$ cat src/rtl/xillyusb_read32_arbiter_if.sv
// Producer-side handshake and XillyUSB user_r_read_32 FIFO signals shared by
// the read32 arbiter and whatever drives it.
interface xillyusb_read32_arbiter_if #(
  parameter int unsigned N_SRC = 4
);
  logic [32*N_SRC-1:0] src_data;
  logic [N_SRC-1:0]    src_valid;
  logic [N_SRC-1:0]    src_last;
  logic [N_SRC-1:0]    src_eof;
  logic [N_SRC-1:0]    src_enable;
  logic [N_SRC-1:0]    src_ready;
  logic [1:0]          grant_id;
  logic                user_r_read_32_open;
  logic                user_r_read_32_rden;
  logic [31:0]         user_r_read_32_data;
  logic                user_r_read_32_empty;
  logic                user_r_read_32_eof;
  logic [32*N_SRC-1:0] stat_words;

  modport master (
    output src_data, src_valid, src_last, src_eof, src_enable,
    output user_r_read_32_open, user_r_read_32_rden,
    input  src_ready, grant_id, user_r_read_32_data, user_r_read_32_empty,
    input  user_r_read_32_eof, stat_words
  );

  modport slave (
    input  src_data, src_valid, src_last, src_eof, src_enable,
    input  user_r_read_32_open, user_r_read_32_rden,
    output src_ready, grant_id, user_r_read_32_data, user_r_read_32_empty,
    output user_r_read_32_eof, stat_words
  );
endinterface

$ cat src/rtl/xillyusb_read32_arbiter.sv
// Round-robin burst arbiter feeding the XillyUSB user_r_read_32 stream through
// a small non-FWFT FIFO. Define ARB_STATS_EN for per-source accepted-word counters.
module xillyusb_read32_arbiter #(
  parameter int unsigned N_SRC       = 4,
  parameter int unsigned BURST_WORDS = 64,
  parameter int unsigned FIFO_AW     = 4
) (
  input logic                      bus_clk,
  input logic                      bus_rst,
  xillyusb_read32_arbiter_if.slave bus
);
  localparam int unsigned DEPTH = 2 ** FIFO_AW;
  localparam logic [FIFO_AW:0] DEPTH_W = (FIFO_AW + 1)'(DEPTH);
  localparam logic [7:0] LAST_CNT = 8'(BURST_WORDS - 1);
  localparam logic [0:0] IDLE  = 1'b0;
  localparam logic [0:0] BURST = 1'b1;

  logic [0:0]         state, state_nxt;
  logic [1:0]         grant_id, rr_ptr;
  logic [7:0]         burst_cnt;
  logic [31:0]        mem [DEPTH];
  logic [FIFO_AW-1:0] wr_ptr, rd_ptr;
  logic [FIFO_AW:0]   count, count_nxt;
  logic [31:0]        rd_data;
  logic               eof;

  logic               open, g_valid, g_last, g_enable, burst_ok, fifo_room;
  logic               accept, pop, grant_fire, all_eof, pick_found;
  logic [31:0]        g_data;
  logic [1:0]         pick_id, pick_nxt;
  logic [N_SRC-1:0]   cand, ready;

  assign open      = bus.user_r_read_32_open;
  assign cand      = bus.src_valid & bus.src_enable;
  assign all_eof   = &(bus.src_eof | ~bus.src_enable);
  assign fifo_room = (count < DEPTH_W);
  assign burst_ok  = (state == BURST) && open && g_enable;
  assign accept    = burst_ok && fifo_room && g_valid;
  assign pop       = bus.user_r_read_32_rden && (count != '0);
  assign grant_fire = (state == IDLE) && open && pick_found;

  always_comb begin
    g_valid  = 1'b0;
    g_last   = 1'b0;
    g_enable = 1'b0;
    g_data   = '0;
    ready    = '0;
    for (int unsigned i = 0; i < N_SRC; i++) begin
      if (grant_id == 2'(i)) begin
        g_valid  = bus.src_valid[i];
        g_last   = bus.src_last[i];
        g_enable = bus.src_enable[i];
        g_data   = bus.src_data[32*i +: 32];
        ready[i] = burst_ok && fifo_room;
      end
    end
  end

  // Search order starts at rr_ptr (one past the last grant) and wraps.
  always_comb begin
    pick_found = 1'b0;
    pick_id    = '0;
    pick_nxt   = rr_ptr;
    for (int unsigned k = 0; k < N_SRC; k++) begin
      for (int unsigned i = 0; i < N_SRC; i++) begin
        if (!pick_found && cand[i] && ((32'(rr_ptr) + k) % N_SRC) == i) begin
          pick_found = 1'b1;
          pick_id    = 2'(i);
          pick_nxt   = 2'((i + 1) % N_SRC);
        end
      end
    end
  end

  always_comb begin
    state_nxt = state;
    case (state)
      IDLE:  if (grant_fire) state_nxt = BURST;
      BURST: begin
        if (!open || !g_enable || !g_valid)
          state_nxt = IDLE;
        else if (accept && (g_last || burst_cnt == LAST_CNT))
          state_nxt = IDLE;
      end
      default: state_nxt = IDLE;
    endcase
    if (!open)
      state_nxt = IDLE;
  end

  always_comb begin
    if (!open)
      count_nxt = '0;
    else
      count_nxt = count + (FIFO_AW + 1)'(accept) - (FIFO_AW + 1)'(pop);
  end

  always_ff @(posedge bus_clk or posedge bus_rst) begin
    if (bus_rst) begin
      state     <= IDLE;
      grant_id  <= '0;
      rr_ptr    <= '0;
      burst_cnt <= '0;
      wr_ptr    <= '0;
      rd_ptr    <= '0;
      count     <= '0;
      rd_data   <= '0;
      eof       <= 1'b0;
    end else begin
      state <= state_nxt;
      count <= count_nxt;
      // Built from next-cycle state so eof can never coincide with empty=0.
      eof   <= (count_nxt == '0) && (state_nxt == IDLE) && all_eof;
      if (grant_fire) begin
        grant_id  <= pick_id;
        rr_ptr    <= pick_nxt;
        burst_cnt <= '0;
      end else if (accept) begin
        burst_cnt <= burst_cnt + 8'd1;
      end
      if (!open) begin
        wr_ptr <= '0;
        rd_ptr <= '0;
      end else begin
        if (accept) wr_ptr <= wr_ptr + FIFO_AW'(1);
        if (pop)    rd_ptr <= rd_ptr + FIFO_AW'(1);
      end
      if (pop)
        rd_data <= mem[rd_ptr];
    end
  end

  always_ff @(posedge bus_clk) begin
    if (accept)
      mem[wr_ptr] <= g_data;
  end

  assign bus.src_ready            = ready;
  assign bus.grant_id             = grant_id;
  assign bus.user_r_read_32_data  = rd_data;
  assign bus.user_r_read_32_empty = (count == '0);
  assign bus.user_r_read_32_eof   = eof;

`ifdef ARB_STATS_EN
  logic [31:0] stat [N_SRC];

  always_ff @(posedge bus_clk or posedge bus_rst) begin
    if (bus_rst) begin
      for (int unsigned i = 0; i < N_SRC; i++) stat[i] <= '0;
    end else begin
      for (int unsigned i = 0; i < N_SRC; i++)
        if (accept && grant_id == 2'(i) && stat[i] != '1)
          stat[i] <= stat[i] + 32'd1;
    end
  end

  always_comb begin
    bus.stat_words = '0;
    for (int unsigned i = 0; i < N_SRC; i++)
      bus.stat_words[32*i +: 32] = stat[i];
  end
`else
  assign bus.stat_words = '0;
`endif
endmodule

$ cat src/flat_wrapper.sv
// flat-port wrapper written by rule: the top's interface ports become plain ports
module xillyusb_read32_arbiter_flat 
#(
  parameter int unsigned N_SRC       = 4,
  parameter int unsigned BURST_WORDS = 64,
  parameter int unsigned FIFO_AW     = 4
)
  (bus_clk, bus_rst, bus_src_data, bus_src_valid, bus_src_last, bus_src_eof, bus_src_enable, bus_user_r_read_32_open, bus_user_r_read_32_rden, bus_src_ready, bus_grant_id, bus_user_r_read_32_data, bus_user_r_read_32_empty, bus_user_r_read_32_eof, bus_stat_words);
  xillyusb_read32_arbiter_if #(.N_SRC(N_SRC)) bus_i ();
  input logic bus_clk;
  input logic bus_rst;
  input wire logic [$bits(bus_i.src_data)-1:0] bus_src_data;
  input wire logic [$bits(bus_i.src_valid)-1:0] bus_src_valid;
  input wire logic [$bits(bus_i.src_last)-1:0] bus_src_last;
  input wire logic [$bits(bus_i.src_eof)-1:0] bus_src_eof;
  input wire logic [$bits(bus_i.src_enable)-1:0] bus_src_enable;
  input wire logic [$bits(bus_i.user_r_read_32_open)-1:0] bus_user_r_read_32_open;
  input wire logic [$bits(bus_i.user_r_read_32_rden)-1:0] bus_user_r_read_32_rden;
  output wire logic [$bits(bus_i.src_ready)-1:0] bus_src_ready;
  output wire logic [$bits(bus_i.grant_id)-1:0] bus_grant_id;
  output wire logic [$bits(bus_i.user_r_read_32_data)-1:0] bus_user_r_read_32_data;
  output wire logic [$bits(bus_i.user_r_read_32_empty)-1:0] bus_user_r_read_32_empty;
  output wire logic [$bits(bus_i.user_r_read_32_eof)-1:0] bus_user_r_read_32_eof;
  output wire logic [$bits(bus_i.stat_words)-1:0] bus_stat_words;
  assign bus_i.src_data = bus_src_data;
  assign bus_i.src_valid = bus_src_valid;
  assign bus_i.src_last = bus_src_last;
  assign bus_i.src_eof = bus_src_eof;
  assign bus_i.src_enable = bus_src_enable;
  assign bus_i.user_r_read_32_open = bus_user_r_read_32_open;
  assign bus_i.user_r_read_32_rden = bus_user_r_read_32_rden;
  assign bus_src_ready = bus_i.src_ready;
  assign bus_grant_id = bus_i.grant_id;
  assign bus_user_r_read_32_data = bus_i.user_r_read_32_data;
  assign bus_user_r_read_32_empty = bus_i.user_r_read_32_empty;
  assign bus_user_r_read_32_eof = bus_i.user_r_read_32_eof;
  assign bus_stat_words = bus_i.stat_words;
  xillyusb_read32_arbiter #(.N_SRC(N_SRC), .BURST_WORDS(BURST_WORDS), .FIFO_AW(FIFO_AW)) u_core (.bus_clk(bus_clk), .bus_rst(bus_rst), .bus(bus_i));
endmodule
$ cat config.mk
export PLATFORM = sky130hd
export DESIGN_NAME = xillyusb_read32_arbiter_flat
export DESIGN_NICKNAME = d
export VERILOG_FILES = /design/src/rtl/xillyusb_read32_arbiter_if.sv /design/src/rtl/xillyusb_read32_arbiter.sv /design/src/flat_wrapper.sv
export SDC_FILE = /design/constraint.sdc
export NUM_CORES = 1
export LEC_CHECK = 0
export CELL_PAD_IN_SITES_DETAIL_PLACEMENT = 0
export CELL_PAD_IN_SITES_GLOBAL_PLACEMENT = 1
export CORE_ASPECT_RATIO = 1.1
export CORE_MARGIN = 5
export CORE_UTILIZATION = 47
export CTS_CLUSTER_SIZE = 25
export DETAILED_ROUTE_END_ITERATION = 8
export PLACE_DENSITY_LB_ADDON = 0.1
export SETUP_SLACK_MARGIN = 0.02
export SYNTH_ARGS = -nofsm -noshare
export SYNTH_HDL_FRONTEND = slang
export SYNTH_SLANG_ARGS = --single-unit
$ cat constraint.sdc
create_clock -name bus_clk -period 4.5 [get_ports bus_clk]
set_clock_uncertainty 0.2 [all_clocks]
set_input_delay 0.675 -clock bus_clk [delete_from_list [all_inputs] [get_ports bus_clk]]
set_output_delay 0.675 -clock bus_clk [all_outputs]
set_load 0.05 [all_outputs]
Word-level counts from Yosys, hierarchy flattened
Memories as Yosys holds them, arrays and structs flattened. A register that Yosys moved wholly into a read port is not among the register bits.
Cells that the tools add are included.
- bits in registers: 27
- memory bits (writable): 512
- input bits: 148
- output and inout bits: 168
- memories kept: 1
- memory list (name ; depth ; width ; read ports ; clocked after memory_dff ; wr ports ; line ; RTL):
    u_core.mem ; 16 ; 32 ; 1 ; 1 ; 1 ; xillyusb_read32_arbiter.sv:21 ; logic [31:0] mem [DEPTH];
- add/subtract/negate cells: 8
- magnitude comparators: 1
- equal/unequal tests: 18
- muxes and demuxes: 81
- bitwise gates (word level): 5
- reductions and logical operators: 74
- operators by type and width (kind ; number):
    zero test 32 bit ; 4
    2-to-1 mux 32 bit ; 4
    2-to-1 mux 2 bit ; 30
    logical AND 1 bit ; 41
    2-to-1 mux 1 bit ; 39
    == test 2 bit, second input constant ; 10
    zero test 1 bit ; 18
    2-to-1 mux 4 bit ; 4
    2-to-1 mux 8 bit ; 2
    nonzero test 16 bit ; 1
    == test 2 x 1 -> 1 bit, second input constant ; 5
    zero test 5 bit ; 2
    adder 4 x 1 -> 4 bit, second input constant ; 2
    adder 8 x 1 -> 8 bit, second input constant ; 1
    == test 8 x 6 -> 1 bit, second input constant ; 1
    adder 5 x 1 -> 5 bit ; 1
    less-than comparator 5 bit, second input constant ; 1
    2-to-1 mux 5 bit ; 1
    nonzero test 5 bit ; 1
    subtractor 5 x 1 -> 5 bit ; 1
    adder 2 bit, second input constant ; 2
    bitwise AND 4 bit ; 1
    != test 2 x 1 -> 1 bit, second input constant ; 2
    NOT 4 bit ; 1
    other kinds (9) ; 12

Depth between registers and ports, before layout
Gate-level depths: netlist of run 1.
- depth after elaboration: 70
- depth in mapped cells: 16

Worst setup path after synthesis of run 1
OpenSTA, ideal clock, no wires.
- path kind: register to register
- from: reg u_core.count[3]
- to: reg u_core.eof (netlist: u_core.bus.user_r_read_32_eof)
- arrival time: 4886 ps
- path slack: -687 ps
- stages on the path, launching flop included: 17
- buffers on the path: 2
- cell sequence: dfrtp_1 > inv_1 > ha_1 > nor4b_1 > nand2b_1 > buf_2 > inv_2 > clkbuf_1 > ha_1 > inv_1 > ha_1 > fa_1 > xor2_1 > and2_1 > a221oi_1 > or4b_1 > nor4_1
- elaborated cells between the ends (all ways): 17
- RTL lines (what ; line ; RTL):
    start: declaration ; xillyusb_read32_arbiter.sv:23 ; logic [FIFO_AW:0] count, count_nxt;
    start signal: assignment ; xillyusb_read32_arbiter.sv:111 ; count <= count_nxt;
    nonzero test 5 bit ; xillyusb_read32_arbiter.sv:39 ; assign pop = bus.user_r_read_32_rden && (count != '0);
    logical AND 1 bit ; xillyusb_read32_arbiter.sv:39 ;
    via u_core.pop ; xillyusb_read32_arbiter.sv:28 ; logic accept, pop, grant_fire, all_eof, pick_found;
    subtractor 5 x 1 -> 5 bit ; xillyusb_read32_arbiter.sv:95 ; count_nxt = count + (FIFO_AW + 1)'(accept) - (FIFO_AW + 1)'(pop);
    2-to-1 mux 5 bit ; xillyusb_read32_arbiter.sv:92 ; if (!open)
    via u_core.count_nxt[2] ; xillyusb_read32_arbiter.sv:23 ;
    zero test 5 bit ; xillyusb_read32_arbiter.sv:113 ; eof <= (count_nxt == '0) && (state_nxt == IDLE) && all_eof;
    logical AND 1 bit (2 in series) ; xillyusb_read32_arbiter.sv:113 ;
    end signal: assignment ; xillyusb_read32_arbiter.sv:113 ;
    end: declaration ; xillyusb_read32_arbiter.sv:25 ; logic eof;
The timed path passes the listed nets, and every way through them passes these cells.
A chain may end at the register's enable or synchronous reset.

Worst setup path after layout of run 1
- from: in bus_user_r_read_32_open
- to: out bus_src_ready[0]
- longest elaborated chain between the ends: 4
- ends and longest elaborated chain (what ; line ; RTL):
    start: declaration ; flat_wrapper.sv:17 ; input wire logic [$bits(bus_i.user_r_read_32_open)-1:0] bus_user_r_read_32_open;
    logical AND 1 bit (2 in series) ; xillyusb_read32_arbiter.sv:37 ; assign burst_ok = (state == BURST) && open && g_enable;
    logical AND 1 bit ; xillyusb_read32_arbiter.sv:54 ; ready[i] = burst_ok && fifo_room;
    2-to-1 mux 1 bit ; xillyusb_read32_arbiter.sv:49 ; if (grant_id == 2'(i)) begin
    end: declaration ; flat_wrapper.sv:19 ; output wire logic [$bits(bus_i.src_ready)-1:0] bus_src_ready;
No other way between the ends.

==> results of run 1 <==
[cell families (layout without fill, tap and decap cells)]
group	after synthesis	after routing	share of synthesized area [%]
other	1	128	0.01562
muxes	209	209	16.14
and+or+nand+nor	175	175	3.715
xor gates and xnor gates	15	15	0.5470
adders and majority gates	13	13	0.7086
buffers and inverters	212	350	5.502
AOI/OAI and AO/OA	114	114	3.199
DFF	571	571	70.17
[sequential cells by signal (all words and copies together), names as in the netlist]
signal	cells
u_core.mem	512
u_core.wr_ptr	4
u_core.state	1
u_core.count	5
u_core.bus.user_r_read_32_eof	1
u_core.bus.user_r_read_32_data	32
u_core.burst_cnt	8
u_core.rr_ptr	2
u_core.rd_ptr	4
u_core.bus.grant_id	2
[path summary, 6_finish.rpt]
| check | from | to | slack [ns] | cells past startpoint |
|---|---|---|---|---|
| max in group asynchronous | bus_rst | u_core.rd_ptr[1]$_DFFE_PP0P_ | 3.12 | 3 |
| hold reg to reg | u_core.bus.user_r_read_32_data[2]$_DFFE_PP0P_ | u_core.bus.user_r_read_32_data[2]$_DFFE_PP0P_ | 0.29 | 2 |
| hold / removal | bus_rst | u_core.bus.user_r_read_32_data[19]$_DFFE_PP0P_ | 0.24 | 2 |
| setup / recovery | bus_user_r_read_32_open | bus_src_ready[0] | 0.77 | 5 |
| setup reg to reg | u_core.bus.grant_id[1]$_DFFE_PP0N_ | u_core.bus.user_r_read_32_eof$_DFF_PP0_ | 0.98 | 9 |
| min in group bus_clk | u_core.bus.user_r_read_32_data[2]$_DFFE_PP0P_ | u_core.bus.user_r_read_32_data[2]$_DFFE_PP0P_ | 0.29 | 2 |
[final cells by class]
class	instances	area share [%]
clock inverters	30	1.195
multi-input cells	654	22.52
repair buffers	228	7.930
well taps	660	2.921
clock buffers	77	5.567
flip-flops and latches	571	59.67
inverters	15	0.1991
[worst reg2reg max path, stage by stage, from the launching register on]
cell      delay, ns
dfrtp_2        0.76
mux4_2         0.50
nor2_2         0.08
ha_1           0.24
fa_1           0.44
xor2_1         0.17
and2_1         0.17
a221oi_1       0.19
or4b_1         0.49
nor4_1         0.17
[routing by layer]
layer | up-vias | global-route usage (%) | part of all wire (%)
li1 | 5391 | - | -
met1 | 6334 | 25.36 | 42
met2 | 326 | 32.25 | 51
met3 | 75 | 2.802 | 4.6
met4 | 0 | 5.572 | 2.1
met5 | - | 0 | 0
[through the flow]
| step | power [uW] | setup WS [ns] | area (um^2) |
|---|---|---|---|
| after floorplan | 9662 | 0.07908 | 24500 |
| after detailed placement | 10930 | 0.4990 | 26360 |
| after global routing | 16220 | 0.6309 | 28270 |
| after CTS | 15740 | 0.7700 | 28270 |
| after global placement | 10860 | 0.5320 | 26360 |
| final | 15550 | 0.7734 | 28270 |
[cell usage in the layout (no fill, tap or decap), types with 6 or more instances in the layout]
cell | Yosys | layout
a21oi_1 | 18 | 18
clkbuf_16 | 0 | 59
nor3_1 | 17 | 17
o221ai_1 | 20 | 20
bufinv_16 | 0 | 7
mux4_2 | 139 | 139
nor2_1 | 41 | 41
inv_1 | 14 | 13
edfxtp_1 | 512 | 512
o22ai_1 | 13 | 13
clkbuf_1 | 27 | 15
mux2i_1 | 34 | 34
conb_1 | 1 | 128
clkinv_2 | 0 | 6
ha_1 | 12 | 12
nand2_1 | 58 | 58
clkinv_1 | 0 | 12
clkdlybuf4s50_1 | 0 | 187
buf_4 | 130 | 36
and2_1 | 17 | 13
o21ai_1 | 21 | 21
xnor2_1 | 10 | 10
dfrtp_1 | 59 | 53
mux2_2 | 34 | 34
a221oi_1 | 13 | 13
a22oi_1 | 14 | 14
[where the power goes]
part	switching [uW]	internal, uW
clock	1950	2850
sequential	330	6640
combinational	2450	1330
total	4730	10800
==> key figures, run 1 <==
Setup path
  – CP endpoint kind: primary output
  – WP buf/inv: 2
  – CP cell instances: clkdlybuf4s50_1 -> nand2_1 -> or2_1 -> nor4b_1 -> clkdlybuf4s50_1
  – WP data required: 3.62 ns
  – Top cell by count, worst path: clkdlybuf4s50_1
  – Crit start category: input pin
  – CP top delay family: buffers and inverters
  – Worst path max stage delay: 0.86 ns
  – Crit-path max FO: 10
  – Slowest-stage cell, CP: clkdlybuf4s50_1
  – Worst EP arrival: 2.85 ns
  – Setup CP Type: input pin to primary output

Timing
  – Min Tclk post-route: 3.727 ns
  – Final worst-path cycle share: 82.81%
  – Fmax achieved: 268.3 MHz
  – Fin Setup TNS: 0 ns
  – Final hold violation count: 0
  – Final slew viol count: 0
  – Finish-stage setup viols: 0
  – Min Hold Slack: 0.2405 ns
  – Worst-Margin Slew: 0.8206 ns
  – Slew HR: 45.29%
  – Unrepaired setup endpoints after global routing: false

Yosys
  – Synth Warn #: 0
  – Largest cells by area after synthesis: edfxtp_1 64%, mux4_2 13%, dfrtp_1 6.1%
  – Synth top area share: 64.02%
  – Number of synthesized flops with an enable pin: 512
  – Area leader, netlist: edfxtp_1
  – Most common cell in the synthesized netlist: edfxtp_1
  – Post-synthesis sequential area ratio: 70.17%
  – Cell variety after synth: 52
  – Cell Area, Synth: 24010 um^2
  – Post-synth top cells: 512 x edfxtp_1, 139 x mux4_2, 130 x buf_4
  – Yosys reg bits: 571
  – Post-synth top flop: edfxtp_1
  – Post-Syn Area per Cell: 18.33 um^2
  – Async S/R FF share, synth: 10.33%
  – Cells after Synth: 1310

GRT
  – Overflow after GRT: 0
  – Initial antenna violation count: 0
  – First-pass GRT wire length: 79120 um
  – Largest net degree at the start of global routing: 64
  – GRT Overall Usage: 18.86%
  – Number of global-route vias before repair: 12954

Cells and area
  – Share of cells above drive strength 1: 20.70%
  – Sequential cell area: 16870 um^2
  – Fillers: 3879
  – Total Nets Final: 1689
  – Multi-input logic area: 6367 um^2
  – Non-filler cells, final: 2235
  – Final core utilization: 56.15%
  – Inserted Diodes: 0
  – Area Growth Syn to Fin: 17.74%

Run status
  – Outcome: finished clean

Placed design
  – Placed Cells incl. Taps: 2128
  – Port bufs: 187
  – Gpl congestion: 0.7505
  – Post-detail-place hpwl: 33120 um

Clock tree
  – CTS tree: built
  – Count of hold buffers inserted by post-cts repair: 0
  – Post-CTS setup buffer count: 0
  – Clk_lat worst skew: 0.62 ns
  – CTS max path bufs: 3
  – # resized after CTS: 0
  – Number of H-tree levels: 2
  – Number of buffers created by CTS: 58
  – CTS root buf: clkbuf_16
  – TritonCTS Sinks: 571
  – Clk slew on worst S/H paths: 0.06 ns

Route
  – Initial drt markers: 798
  – Drc violations: 0
  – First-pass iteration count of the detailed router: 5
  – Detail Route Antenna Nets: 0
  – DR vias/cell: 5.426
  – DR vias: 12126
  – DR WL/cell: 23.69 um
  – Post-Route WL: 52940 um

Die
  – Std cell rows: 86
  – Core Box Area: 50360 um^2
  – # IOs: 316
  – Chip height: 247.1 um
  – Initial Util: 47.69%
  – Die area: 55720 um^2
  – Die width: 225.5 um

Power and ir drop
  – Power Dens Cells: 550.0 nW/um^2
  – Leak pwr: 0.009333 uW
  – VDD IR max: 420.3 uV

Min path
  – Worst Hold Class: input pin to asynchronous set/reset pin

Flow run
  – Max-Cap Viols: 0
Power figures use the tool's default switching activity.
==> run 2: changes to the inputs <==
clock period = 3.62 ns   (was 4.5 ns; I/O delays follow)
==> run 2 against run 1 <==
  * Core utilization up 0.64 points
  * Sequential cell count is the same
  * Cell count rose by 0.94%
  * Sequential share of layout area is 0.67 points lower
  * Critical endpoint is now u_core.bus.user_r_read_32_eof$_DFF_PP0_
==> key figures, run 2 (synthesis gave the netlist of run 1 again) <==
Run status
  – Outcome: finished clean

Setup path
  – WP data required: 3.91 ns (+0.29 ns)
  – Crit-path max FO: 2 (-8)
  – R2R cell count: 14 (+5)
  – CP endpoint kind: flip-flop
  – Setup CP Type: flip-flop to flip-flop
  – Worst EP arrival: 3.73 ns (+0.88 ns)
  – Crit start category: flip-flop

Timing
  – Fin Setup TNS: 0 ns (unchanged)
  – Min Tclk post-route: 3.434 ns
  – Finish-stage setup viols: 0 (unchanged)
  – Final hold violation count: 0 (unchanged)
  – Final worst-path cycle share: 94.87%
  – Final slew viol count: 0 (unchanged)
  – Worst-Margin Slew: 1.042 ns (+0.2209 ns)
  – Slew HR: 30.57% (-15 points)
  – Fmax achieved: 291.2 MHz

Cells and area
  – Max reg flops: 512 (unchanged)
  – Total Nets Final: 1710 (+1.2%)
  – Share of cells above drive strength 1: 23.06% (+2.4 points)
  – Commonest non-fill, non-tap cells in the layout: 512 x edfxtp_1, 183 x clkdlybuf4s50_1, 139 x mux4_2
  – Fillers: 3848 (-0.80%)
  – Most common cell after layout, fill and taps aside: edfxtp_1
  – Inserted Diodes: 0 (unchanged)
  – Multi-input logic area: 6396 um^2 (+0.45%)
  – Area Growth Syn to Fin: 19.08%
  – Top reg by flops: u_core.mem
  – Sequential cell area: 16870 um^2 (unchanged)

Power and ir drop
  – Gate power share: 25.6% (+1.3 points)
  – Switching share of power: 30.68% (+0.25 points)
  – Flop pwr share: 44.7% (about the same)
  – Power Dens Cells: 669.8 nW/um^2 (+22%)
  – Overall power: 19150 uW (+23%)
  – Net switching power: 5876 uW (+24%)
  – Leak pwr: 0.009495 uW (+1.7%)
  – VDD IR max: 471.2 uV (+12%)
  – Pint: 13280 uW (+23%)
  – Clk pwr share: 29.7% (-1.2 points)

GRT
  – GRT Overall Usage: 19.14% (+0.28 points)
  – First-pass GRT wire length: 79940 um (+1.0%)
  – Overflow after GRT: 0 (unchanged)
  – Initial antenna violation count: 0 (unchanged)
  – Number of global-route vias before repair: 13012 (+0.45%)
  – Largest net degree at the start of global routing: 45 (-30%)

Clock tree
  – Clk_lat worst skew: 0.61 ns (about the same)
  – CTS tree: built
  – CTS max path bufs: 3 (unchanged)
  – Clk slew on worst S/H paths: 0.06 ns (about the same)
  – Number of H-tree levels: 2 (unchanged)
  – Number of buffers created by CTS: 56 (-3.4%)
  – TritonCTS Sinks: 571 (unchanged)
  – Count of hold buffers inserted by post-cts repair: 0 (unchanged)
  – CTS root buf: clkbuf_16

Die
  – # IOs: 316 (unchanged)
  – Die width: 225.5 um (unchanged)
  – Std cell rows: 86 (unchanged)
  – Die area: 55720 um^2 (unchanged)
  – Chip height: 247.1 um (unchanged)
  – Initial Util: 47.69% (unchanged)
  – Core Box Area: 50360 um^2 (unchanged)

Route
  – Detail Route Antenna Nets: 0 (unchanged)
  – DR WL/cell: 23.64 um (-0.21%)
  – Post-Route WL: 53330 um (+0.73%)
  – DR vias/cell: 5.405 (-0.38%)
  – DR vias: 12193 (+0.55%)
  – Initial drt markers: 803 (+0.63%)
  – Drc violations: 0 (unchanged)
  – First-pass iteration count of the detailed router: 5 (unchanged)

Flow run
  – Max-Cap Viols: 0 (unchanged)

Placed design
  – Gpl congestion: 0.7566 (+0.81%)
  – Post-detail-place hpwl: 32920 um (-0.61%)
  – Port bufs: 187 (unchanged)

Min path
  – Worst Hold Class: input pin to asynchronous set/reset pin
-- run 2: cell types whose count changed in the layout (fill, tap and decap cells not counted), sizes merged, moves of 2 or more --
cell,delta
clkinv,+2
bufinv,-4
clkdlybuf4s50,-4
clkbuf,+2
buf,+27
-- run 2: cell type report --
type / count / share of cell area (%)
sequential: 571 / 59.00
multi-input combinational: 654 / 22.37
timing repair buffer: 251 / 9.153
clock buffer: 79 / 5.587
tap: 660 / 2.888
clock inverter: 26 / 0.8138
inverter: 15 / 0.1969
-- run 2: stage by stage --
step	hold slack, ns	cells	util (%)	cell area (um^2)	setup slack (ns)
6_report	0.1595	2256	56.79	28600	0.1859
5_1_grt	0.2033	2256	56.79	28600	-0.008746
4_1_cts	0.1453	2254	56.74	28570	0.1238
3_5_place_dp	0.2770	2149	53.10	26740	0.008617
3_3_place_gp	0.2703	2149	53.10	26740	0.009674
2_1_floorplan	0.2694	1437	-	24550	-0.3412
-- run 2: power groups by stage --
stage	clock network (uW)	registers, uW	logic, uW
after floorplan	0	9180	2850
after global placement	0	8700	4870
after detailed placement	0	8710	4950
after CTS	5850	8580	4950
after global routing	6140	8620	5280
final	5690	8570	4900
-- run 2: final timing paths --
check | from | end | slack [ns]
worst max-delay path | u_core.count[2]$_DFF_PP0_ | u_core.bus.user_r_read_32_eof$_DFF_PP0_ | 0.19
worst min-delay path | bus_rst | u_core.bus.user_r_read_32_data[20]$_DFFE_PP0P_ | 0.16
worst max register to register | u_core.count[2]$_DFF_PP0_ | u_core.bus.user_r_read_32_eof$_DFF_PP0_ | 0.19
worst min register to register | u_core.bus.user_r_read_32_data[1]$_DFFE_PP0P_ | u_core.bus.user_r_read_32_data[1]$_DFFE_PP0P_ | 0.28
max in group asynchronous | bus_rst | u_core.bus.user_r_read_32_data[26]$_DFFE_PP0P_ | 2.32
min in group bus_clk | u_core.bus.user_r_read_32_data[1]$_DFFE_PP0P_ | u_core.bus.user_r_read_32_data[1]$_DFFE_PP0P_ | 0.28
-- run 2: critical path: stages, from the launching register on --
cell and delay (ns):
dfrtp_1 0.39, inv_2 0.06, ha_1 0.14, nor4b_4 0.21, nand2b_4 0.17, inv_2 0.04, ha_1 0.27, inv_1 0.04
ha_1 0.20, fa_2 0.36, xor2_1 0.17, and2_1 0.18, a221oi_2 0.16, or4b_1 0.46, nor4_1 0.29
-- run 2: metal layers --
metal  part of all wire (%)  wire [um]  global-route usage [%]  up-vias
li1                       -          -                       -     5440
met1                     42      22450                   25.61     6366
met2                     51      27380                   33.00      316
met3                    4.4       2353                   2.885       71
met4                    2.1       1144                   5.288        0
met5                      0          0                       0        -
-- run 2: repair_timing --
action / in CTS / in global routing
resized for setup: 0 / 4
endpoints found under the setup margin: 0 / 1
buffers inserted: 0 / 2
endpoints found under the hold margin: 0 / 0
==> run 3: changes to the inputs <==
TNS_END_PERCENT = 10   (was unset)
==> run 3 against run 2 <==
  * Sequential power barely moved
  * Highest routed layer unchanged
  * Power rose by 2.4%
  * Critical path type unchanged
  * Clock power rose by 8.3%
  * Critical endpoint unchanged
  * Cell area is 0.26% higher
  * Critical path depth did not move
  * Die area is the same
  * Non-clock buffer count down 16
  * Routed wire length fell by 1.2%
  * Setup slack gained 0.058 ns
==> key figures, run 3 (synthesis gave the netlist of run 1 again) <==
Route
  – Detail Route Antenna Nets: 0 (unchanged)
  – Initial drt markers: 717 (-11%)
  – DR WL/cell: 23.51 um (-0.54%)
  – Drc violations: 0 (unchanged)
  – DR vias/cell: 5.421 (+0.31%)
  – Post-Route WL: 52690 um (-1.2%)
  – DR vias: 12149 (-0.36%)
  – First-pass iteration count of the detailed router: 5 (unchanged)

Die
  – Std cell rows: 86 (unchanged)
  – Core Box Area: 50360 um^2 (unchanged)
  – Chip height: 247.1 um (unchanged)
  – Initial Util: 47.69% (unchanged)
  – Die area: 55720 um^2 (unchanged)
  – Die width: 225.5 um (unchanged)
  – # IOs: 316 (unchanged)

Clock tree
  – TritonCTS Sinks: 571 (unchanged)
  – Number of buffers created by CTS: 57 (+1.8%)
  – CTS tree: built
  – Count of hold buffers inserted by post-cts repair: 0 (unchanged)
  – CTS root buf: clkbuf_16
  – Number of H-tree levels: 2 (unchanged)
  – CTS max path bufs: 3 (unchanged)
  – Clk slew on worst S/H paths: 0.07 ns (about the same)
  – Post-CTS setup buffer count: 0 (unchanged)
  – Clk_lat worst skew: 0.60 ns (about the same)

Power and ir drop
  – Leak pwr: 0.009495 uW (about the same)
  – VDD IR max: 381.9 uV (-19%)
  – Power Dens Cells: 683.7 nW/um^2 (+2.1%)

Cells and area
  – Commonest non-fill, non-tap cells in the layout: 512 x edfxtp_1, 183 x clkdlybuf4s50_1, 139 x mux4_2
  – Fin area: 28670 um^2 (+0.26%)
  – Top reg by flops: u_core.mem
  – Total Nets Final: 1695 (-0.88%)
  – Share of cells above drive strength 1: 22.26% (-0.79 points)
  – Inserted Diodes: 0 (unchanged)
  – Non-filler cells, final: 2241 (-0.66%)
  – Most common cell after layout, fill and taps aside: edfxtp_1
  – Area Growth Syn to Fin: 19.40%
  – Fillers: 3915 (+1.7%)
  – Max reg flops: 512 (unchanged)

Setup path
  – Slowest-stage cell, CP: or4b_4
  – R2R Path Start: u_core.count[2]$_DFF_PP0_
  – Worst EP arrival: 3.68 ns (-0.05 ns)
  – Reg2reg setup slack: 0.24 ns (+0.06 ns)
  – R2r endpoint: u_core.bus.user_r_read_32_eof$_DFF_PP0_
  – Levels on crit path: 14 (unchanged)
  – Crit-path max FO: 2 (unchanged)
  – Top cell by count, worst path: ha_1
  – CP top delay family: simple AND/OR/NAND/NOR gates
  – Setup CP Type: flip-flop to flip-flop
  – WP buf/inv: 3 (unchanged)
  – CP startpoint: u_core.count[2]$_DFF_PP0_
  – Worst path max stage delay: 0.49 ns (+0.03 ns)
  – CP endpoint kind: flip-flop
  – WP data required: 3.92 ns (about the same)
  – CP cell instances: inv_1 -> ha_1 -> nor4b_4 -> nand2b_4 -> inv_2 -> ha_1 -> inv_1 -> ha_1 -> fa_2 -> xor2_1 -> and2_1 -> a221oi_2 -> or4b_4 -> nor4_2
  – Crit start category: flip-flop
  – R2R cell count: 14 (unchanged)

GRT
  – GR peak layer: met2
  – Met3 Use GR: 2.837% (-0.047 points)
  – Overflow after GRT: 0 (unchanged)
  – Met1 GRT Util: 25.31% (-0.30 points)
  – First-pass GRT wire length: 79520 um (-0.53%)
  – Number of global-route vias before repair: 12781 (-1.8%)
  – GRT Overall Usage: 18.86% (-0.27 points)
  – M2 GR Usage: 32.64% (-0.36 points)
  – Largest net degree at the start of global routing: 60 (+33%)
  – Initial antenna violation count: 0 (unchanged)

Timing
  – Fmax achieved: 296.2 MHz (+1.7%)
  – Final worst-path cycle share: 93.26% (-1.6 points)
  – Worst-Margin Slew: 1.088 ns (+0.04636 ns)
  – Min Tclk post-route: 3.376 ns (-0.05813 ns)
  – Final slew viol count: 0 (unchanged)
  – Unrepaired setup endpoints after global routing: false
  – Finish-stage setup viols: 0 (unchanged)
  – Final hold violation count: 0 (unchanged)
  – Fin Setup TNS: 0 ns (unchanged)
  – Slew HR: 27.47% (-3.1 points)

Placed design
  – Post-detail-place hpwl: 32080 um (-2.5%)
  – Port bufs: 187 (unchanged)
  – Gpl congestion: 0.7686 (+1.6%)
  – Placed instance area: 26670 um^2 (-0.28%)
  – Placed Cells incl. Taps: 2135 (-0.65%)

Run status
  – Outcome: finished clean

Flow run
  – Max-Cap Viols: 0 (unchanged)

Min path
  – Worst Hold Class: input pin to asynchronous set/reset pin
## run 3: changes by cell type in the layout (fill, tap and decap cells not counted), sizes merged
cell	previous run	this run
buf	68	52
bufinv	3	9
clkbuf	79	74
clkinv	20	21
inv	17	16
## run 3: final cells by class
cell class,instances,area (um^2),share of cell area (%)
repair buffers,235,2535,8.841
clock inverters,32,402.9,1.405
flip-flops and latches,571,16870,58.84
well taps,660,825.8,2.880
inverters,15,56.30,0.1964
clock buffers,74,1582,5.516
multi-input cells,654,6400,22.32
## run 3: power by group
part | internal (uW) | total, uW | switching (uW)
Sequential | 8250 | 8560 | 311
Clock | 3720 | 6160 | 2450
Combinational | 1720 | 4880 | 3160
Total | 13700 | 19600 | 5910
## run 3: repair_timing
item | CTS | global route
hold endpoints to repair | 0 | 0
setup endpoints to repair | 0 | 1
gates resized for setup | 0 | 4
## run 3: per-stage QoR
step           power [uW]  setup WS [ns]  utilization [%]  hold slack, ns
6_report            19600         0.2440            56.94         0.08270
5_1_grt             20450        0.02644            56.94          0.1026
4_1_cts             19840         0.1311            56.89          0.1208
3_5_place_dp        13650       -0.03376            52.95          0.2772
3_3_place_gp        13570        0.03806            52.95          0.2691
2_1_floorplan       12030        -0.3412                -          0.2694
## run 3: metal layers
metal  wire length (um)  share of wire [%]  vias to the layer above
met2              27280                 52                      288
met1              21980                 42                     6375
met4               1075                2.0                        0
li1                   -                  -                     5418
met3               2347                4.5                       68
met5                  0                  0                        -
## run 3: worst max-delay path by stage
| stage | endpoint | slack, ns |
|---|---|---|
| after global routing | u_core.bus.user_r_read_32_eof$_DFF_PP0_ | 0.03 |
| after global placement | u_core.bus.user_r_read_32_eof$_DFF_PP0_ | 0.04 |
| after CTS | bus_grant_id[0] | 0.13 |
| after detailed placement | u_core.bus.user_r_read_32_eof$_DFF_PP0_ | -0.03 |
| final | u_core.bus.user_r_read_32_eof$_DFF_PP0_ | 0.24 |
| after floorplan | u_core.bus.user_r_read_32_eof$_DFF_PP0_ | -0.34 |
## run 3: worst register-to-register path: stages (launching register included)
cell      delay, ns
dfrtp_1        0.38
inv_1          0.09
ha_1           0.15
nor4b_4        0.21
nand2b_4       0.18
inv_2          0.04
ha_1           0.26
inv_1          0.04
ha_1           0.21
fa_2           0.39
xor2_1         0.16
and2_1         0.18
a221oi_2       0.16
or4b_4         0.49
nor4_2         0.15
